<file path="src/rtl/ssram_arbiter.sv">
// Round-robin arbiter sharing one single-port synchronous SRAM among NUM_REQ requesters.
// Two-stage pipeline: combinational issue, then capture into a per-port response slot.
module ssram_arbiter #(
  parameter  int unsigned NUM_WORDS = 1024,
  parameter  int unsigned DATA_LEN  = 64,
  parameter  int unsigned NUM_REQ   = 2,
  localparam int unsigned AW        = $clog2(NUM_WORDS),
  localparam int unsigned BW        = (DATA_LEN + 7) / 8,
  localparam int unsigned PW        = $clog2(NUM_REQ)
) (
  input  logic                         clk_i,
  input  logic                         rst_n_i,
  input  logic [NUM_REQ-1:0]           req_valid_i,
  output logic [NUM_REQ-1:0]           req_ready_o,
  input  logic [NUM_REQ-1:0]           req_we_i,
  input  logic [NUM_REQ*BW-1:0]        req_be_i,
  input  logic [NUM_REQ*AW-1:0]        req_addr_i,
  input  logic [NUM_REQ*DATA_LEN-1:0]  req_wdata_i,
  output logic [NUM_REQ-1:0]           resp_valid_o,
  input  logic [NUM_REQ-1:0]           resp_ready_i,
  output logic [NUM_REQ-1:0]           resp_we_o,
  output logic [NUM_REQ*DATA_LEN-1:0]  resp_rdata_o,
  output logic                         sram_cs_o,
  output logic                         sram_we_o,
  output logic [BW-1:0]                sram_be_o,
  output logic [AW-1:0]                sram_addr_o,
  output logic [DATA_LEN-1:0]          sram_wdata_o,
  input  logic [DATA_LEN-1:0]          sram_rdata_i
);

  logic [BW-1:0]       be_a    [NUM_REQ];
  logic [AW-1:0]       addr_a  [NUM_REQ];
  logic [DATA_LEN-1:0] wdata_a [NUM_REQ];

  logic                infl_q;
  logic [PW-1:0]       infl_port_q;
  logic                infl_we_q;
  logic [PW-1:0]       rr_q;

  logic [NUM_REQ-1:0]                resp_valid_q;
  logic [NUM_REQ-1:0]                resp_we_q;
  logic [NUM_REQ-1:0][DATA_LEN-1:0]  resp_rdata_q;

  logic [NUM_REQ-1:0]  eligible_c;
  logic                gnt_valid_c;
  logic [PW-1:0]       gnt_idx_c;
  logic [PW-1:0]       cand_c;
  logic [PW-1:0]       rr_next_c;

  for (genvar p = 0; p < NUM_REQ; p++) begin : g_unpack
    assign be_a[p]    = req_be_i[p*BW +: BW];
    assign addr_a[p]  = req_addr_i[p*AW +: AW];
    assign wdata_a[p] = req_wdata_i[p*DATA_LEN +: DATA_LEN];
  end

  // A port may issue only if it is not in flight and its slot is free or being popped.
  always_comb begin
    eligible_c = '0;
    for (int unsigned p = 0; p < NUM_REQ; p++) begin
      eligible_c[p] = rst_n_i && req_valid_i[p]
                   && !(infl_q && (infl_port_q == PW'(p)))
                   && (!resp_valid_q[p] || resp_ready_i[p]);
    end
  end

  // First eligible port at or after the round-robin pointer.
  always_comb begin
    gnt_valid_c = 1'b0;
    gnt_idx_c   = '0;
    cand_c      = '0;
    for (int unsigned i = 0; i < NUM_REQ; i++) begin
      cand_c = PW'((32'(rr_q) + i) % NUM_REQ);
      if (!gnt_valid_c && eligible_c[cand_c]) begin
        gnt_valid_c = 1'b1;
        gnt_idx_c   = cand_c;
      end
    end
  end

  assign rr_next_c = (gnt_idx_c == PW'(NUM_REQ - 1)) ? '0 : gnt_idx_c + 1'b1;

  always_comb begin
    req_ready_o  = '0;
    sram_cs_o    = 1'b0;
    sram_we_o    = 1'b0;
    sram_be_o    = '0;
    sram_addr_o  = '0;
    sram_wdata_o = '0;
    if (gnt_valid_c) begin
      req_ready_o[gnt_idx_c] = 1'b1;
      sram_cs_o    = 1'b1;
      sram_we_o    = req_we_i[gnt_idx_c];
      sram_be_o    = req_we_i[gnt_idx_c] ? be_a[gnt_idx_c] : '1;
      sram_addr_o  = addr_a[gnt_idx_c];
      sram_wdata_o = wdata_a[gnt_idx_c];
    end
  end

  // Capture has priority over a pop on the same slot at the same edge.
  always_ff @(posedge clk_i or negedge rst_n_i) begin
    if (!rst_n_i) begin
      infl_q       <= 1'b0;
      infl_port_q  <= '0;
      infl_we_q    <= 1'b0;
      rr_q         <= '0;
      resp_valid_q <= '0;
      resp_we_q    <= '0;
      resp_rdata_q <= '0;
    end else begin
      infl_q <= gnt_valid_c;
      if (gnt_valid_c) begin
        infl_port_q <= gnt_idx_c;
        infl_we_q   <= req_we_i[gnt_idx_c];
        rr_q        <= rr_next_c;
      end
      for (int unsigned p = 0; p < NUM_REQ; p++) begin
        if (infl_q && (infl_port_q == PW'(p))) begin
          resp_valid_q[p] <= 1'b1;
          resp_we_q[p]    <= infl_we_q;
          resp_rdata_q[p] <= infl_we_q ? '0 : sram_rdata_i;
        end else if (resp_valid_q[p] && resp_ready_i[p]) begin
          resp_valid_q[p] <= 1'b0;
        end
      end
    end
  end

  assign resp_valid_o = resp_valid_q;
  assign resp_we_o    = resp_we_q;
  assign resp_rdata_o = resp_rdata_q;

endmodule
</file>
<file path="config.mk">
export PLATFORM = sky130hd
export DESIGN_NAME = ssram_arbiter
export DESIGN_NICKNAME = d
export VERILOG_FILES = /design/src/rtl/ssram_arbiter.sv
export SDC_FILE = /design/constraint.sdc
export NUM_CORES = 1
export LEC_CHECK = 0
export ABC_AREA = 1
export CAP_MARGIN = 20
export CORE_AREA = 2 2 175 177
export CTS_CLUSTER_DIAMETER = 30
export DETAILED_ROUTE_END_ITERATION = 10
export DIE_AREA = 0 0 177 179
export PLACE_DENSITY_LB_ADDON = 0.3
export SYNTH_ARGS = -nofsm -noshare
export SYNTH_HDL_FRONTEND = slang
export SYNTH_SLANG_ARGS = --single-unit
</file>
<file path="constraint.sdc">
create_clock -name clk_i -period 2 [get_ports clk_i]
set_clock_uncertainty 0.15 [all_clocks]
set_input_delay 0.3 -clock clk_i [delete_from_list [all_inputs] [get_ports clk_i]]
set_output_delay 0.3 -clock clk_i [all_outputs]
set_load 0.02 [all_outputs]
</file>
==> metrics.md <==
| Metric | Value |
|---|---|
| IO Count | `454` |
| DRT antenna net count | `0` |
| Cells after Synth | `1007` |
| WP data arrival | `approximately 2.1 ns` |
| CTS Buffer Depth | `2` |
| Placed cells | `between 1500 and 2000` |
| Avg WL per Cell | `around 19 um` |
| EDFF count, synth | `0` |
| Count leader, synth | `nand2_1` |
| Synth Net Count | `1243` |
| Max cap viols | `0` |
| Status | `complete, but fails checks` |
| Overall routing resource usage | `a little over a fifth` |
| Initial DRC count | `576` |
| Die ar. | `31700 um2` |
| Crit-path max FO | `6` |
| CORE AREA | `30000 um2` |
| Area leader, netlist | `dfrtp_1` |
| Final setup violating endpoints | `86` |
| Routed WL | `35400 um` |
| Area contributors post-synth | `dfrtp_1 50%, nand2_1 35%, inv_1 4.8%, nor2_1 3.5%, buf_2 0.96%` |
| Slew of the pin with the lowest slew margin | `between 0.6 and 0.7 ns` |
| Cts bufs inserted | `17` |
| Routed wl met3 | `3240 um` |
| Commonest cells post-synth | `632 x nand2_1, 136 x dfrtp_1, 87 x inv_1, 64 x nor2_1, 17 x clkbuf_1` |
| Slew Viols, Final | `0` |
| # rows | `64` |
| Overflow after GRT | `0` |
| Routability Congestion | `about 0.9` |
| Clk sinks | `about 140` |
| H-tree levels | `4` |
| Hold path depth | `2` |
| Post-layout util | `roughly 46%` |
| Required time worst endpoint | `~1.6 ns` |
| WL met2 | `between 15000 and 20000 um` |
| Avg Vias per Cell | `between 4 and 5` |
| Cell area after synthesis | `approximately 6800 um2` |
| Sequential element share of the synthesized area | `about half` |
| Setup slack, reg-to-reg | `0.08 ns` |
| Die H | `roughly 180 um` |
| Ys async rst share | `100%` |
| Share of cells above drive strength 1 | `a little under a fifth` |
| DIE WIDTH | `approximately 180 um` |
| Pre-CTS setup slack | `-0.841 ns` |
| Vias in the first global route | `about 7500` |
| Reg-to-Reg Start | `infl_q$_DFF_PN0_` |
| #FFs+latches synth | `around 140` |
| Maximum VDD drop | `0.638 mV` |
| P_leak | `approximately 7.0 nW` |
| Drt drc | `0` |
| Failing checks | `setup timing` |
| Initial Util | `a little under a quarter` |
| Synth top area share | `about half` |
| Uppermost routed layer | `met5` |
| Area grow syn2layout | `102%` |
| Detailed Place HPWL | `~26000 um` |
| DR pass1 iterations | `5` |
| Metal1 wirelength | `14600 um` |
| Largest net degree at the start of global routing | `between 100 and 150` |
| Main synth FF type | `dfrtp_1` |
| Post-Layout Cell Count | `approximately 1900` |
| Hold Path End | `resp_rdata_o[89]$_DFFE_PN0P_` |
| Fmax | `a little under 0.4 GHz` |
| Reg clk slew, reported paths | `around 0.060 ns` |
| Slew HR | `between 50% and 60%` |
| Global-route wire length before repair | `a little under 50000 um` |
| Nets | `about 1700` |
| Root Buffer | `clkbuf_16` |
| CTS tree | `yes` |
| Synth unique cells | `17` |
| Post-Syn Area per Cell | `6.73 um2` |
| # diodes | `0` |
| Count of final hold-check violations | `0` |
| Port-buffer cells | `between 400 and 500` |
| Setup WS post-layout | `-0.572 ns` |
| CP Class | `register to output pin` |
| Nature of the critical path endpoint | `output pin` |
| Final period util | `129%` |
| Hold Crit Start | `resp_rdata_o[89]$_DFFE_PN0P_` |
| Cell count of the worst reg-to-reg path | `7` |
| RSZ-0062 raised after global routing | `yes` |
| Reg-to-Reg End | `resp_rdata_o[110]$_DFFE_PN0P_` |
| Initial antenna violation count | `1` |
| Minimum clock period | `between 2 and 3 ns` |
| Clk_lat worst skew | `just over 0.4 ns` |
| Hold WC Path Type | `register to register` |
| Vias | `8011` |
| PD cells | `approximately 1300 nW/um2` |
| Startpoint types | `register` |
| YS warnings | `0` |
report_power, final:
group	switching, mW	internal [mW]
Combinational	5.37	4.60
Clock	1.40	1.80
Sequential	0.738	4.03
flip-flops by register name, indices dropped and copies added (netlist names):
name,count
resp_rdata_o,128
resp_valid_o,2
resp_we_o,2
infl_port_q,1
infl_q,1
infl_we_q,1
rr_q,1
cell type report:
type	instances	area, um2
Fill cell	2961	16300
Clock inverter	14	155
Timing Repair Buffer	518	5620
Clock buffer	18	439
Sequential cell	136	3400
Multi-Input combinational cell	727	3210
Inverter	93	368
Tap cell	396	495
worst max-delay path, cell delays in order, from the launching register on:
cell,delay (ns)
dfrtp_1,0.45
nand2_2,0.12
nand4_1,0.16
nand2_4,0.17
nand2_4,0.09
inv_8,0.10
buf_12,0.13
buf_8,0.11
buf_6,0.12
nand2_2,0.05
nand2_2,0.07
buf_6,0.14
per-stage QoR:
| stage | hold slack (ns) | total power, mW | TNS, ns | cell area, um2 |
|---|---|---|---|---|
| finish | 0.327 | 17.9 | -40.23 | 13700 |
| global route | 0.323 | 19.0 | -49.25 | 13700 |
| CTS | 0.314 | 17.9 | -42.10 | 13500 |
| detailed placement | 0.277 | 14.0 | -60.26 | 12100 |
| global placement | 0.287 | 13.9 | -58.85 | 12100 |
| floorplan | -0.146 | 8.85 | 0 | 6770 |
how the worst max path moves through the flow:
stage | start | end | slack, ns | depth (start not counted)
after floorplan | resp_valid_o[1]$_DFFE_PN0P_ | sram_wdata_o[47] | 0.05 | 8
after detailed placement | resp_ready_i[1] | sram_be_o[2] | -0.84 | 9
final | resp_valid_o[0]$_DFFE_PN0P_ | sram_wdata_o[53] | -0.57 | 11
after CTS | infl_q$_DFF_PN0_ | sram_wdata_o[51] | -0.59 | 13
after global placement | resp_ready_i[1] | sram_be_o[2] | -0.84 | 9
after global routing | infl_port_q$_DFFE_PN0P_ | sram_wdata_o[51] | -0.68 | 13
repair_timing:
action,CTS,global route
pin swaps,20,15
hold endpoints to repair,31,0
buffers inserted,14,6
hold buffers,1,0
gates resized for setup,443,58
endpoints found under the setup margin,170,86
cloned,8,3
routing by layer:
metal / GRT usage (%) / vias up
li1: - / 3913
met1: 27.0 / 3736
met2: 33.4 / 322
met3: 7.10 / 38
met4: 6.51 / 2
met5: 0 / -
cell families (layout without fill, tap and decap cells):
family	Yosys count	after routing	share of synthesized area (%)
simple gates	712	713	39.9
buf+inv	145	643	8.72
flops	136	136	50.2
compound gates	14	14	1.09
cells in the final DEF (no fill, tap or decap), drive strengths merged, types with 2 or more instances in the layout:
cell,synthesis,final
clkinvlp,0,2
inv,93,99
clkbuf,17,20
clkinv,0,5
a21oi,8,8
nor2,65,65
nand2,636,637
buf,35,148
o21ai,6,6
dfrtp,136,136
clkdlybuf4s50,0,365
nand3,10,10
Power figures use the tool's default switching activity.
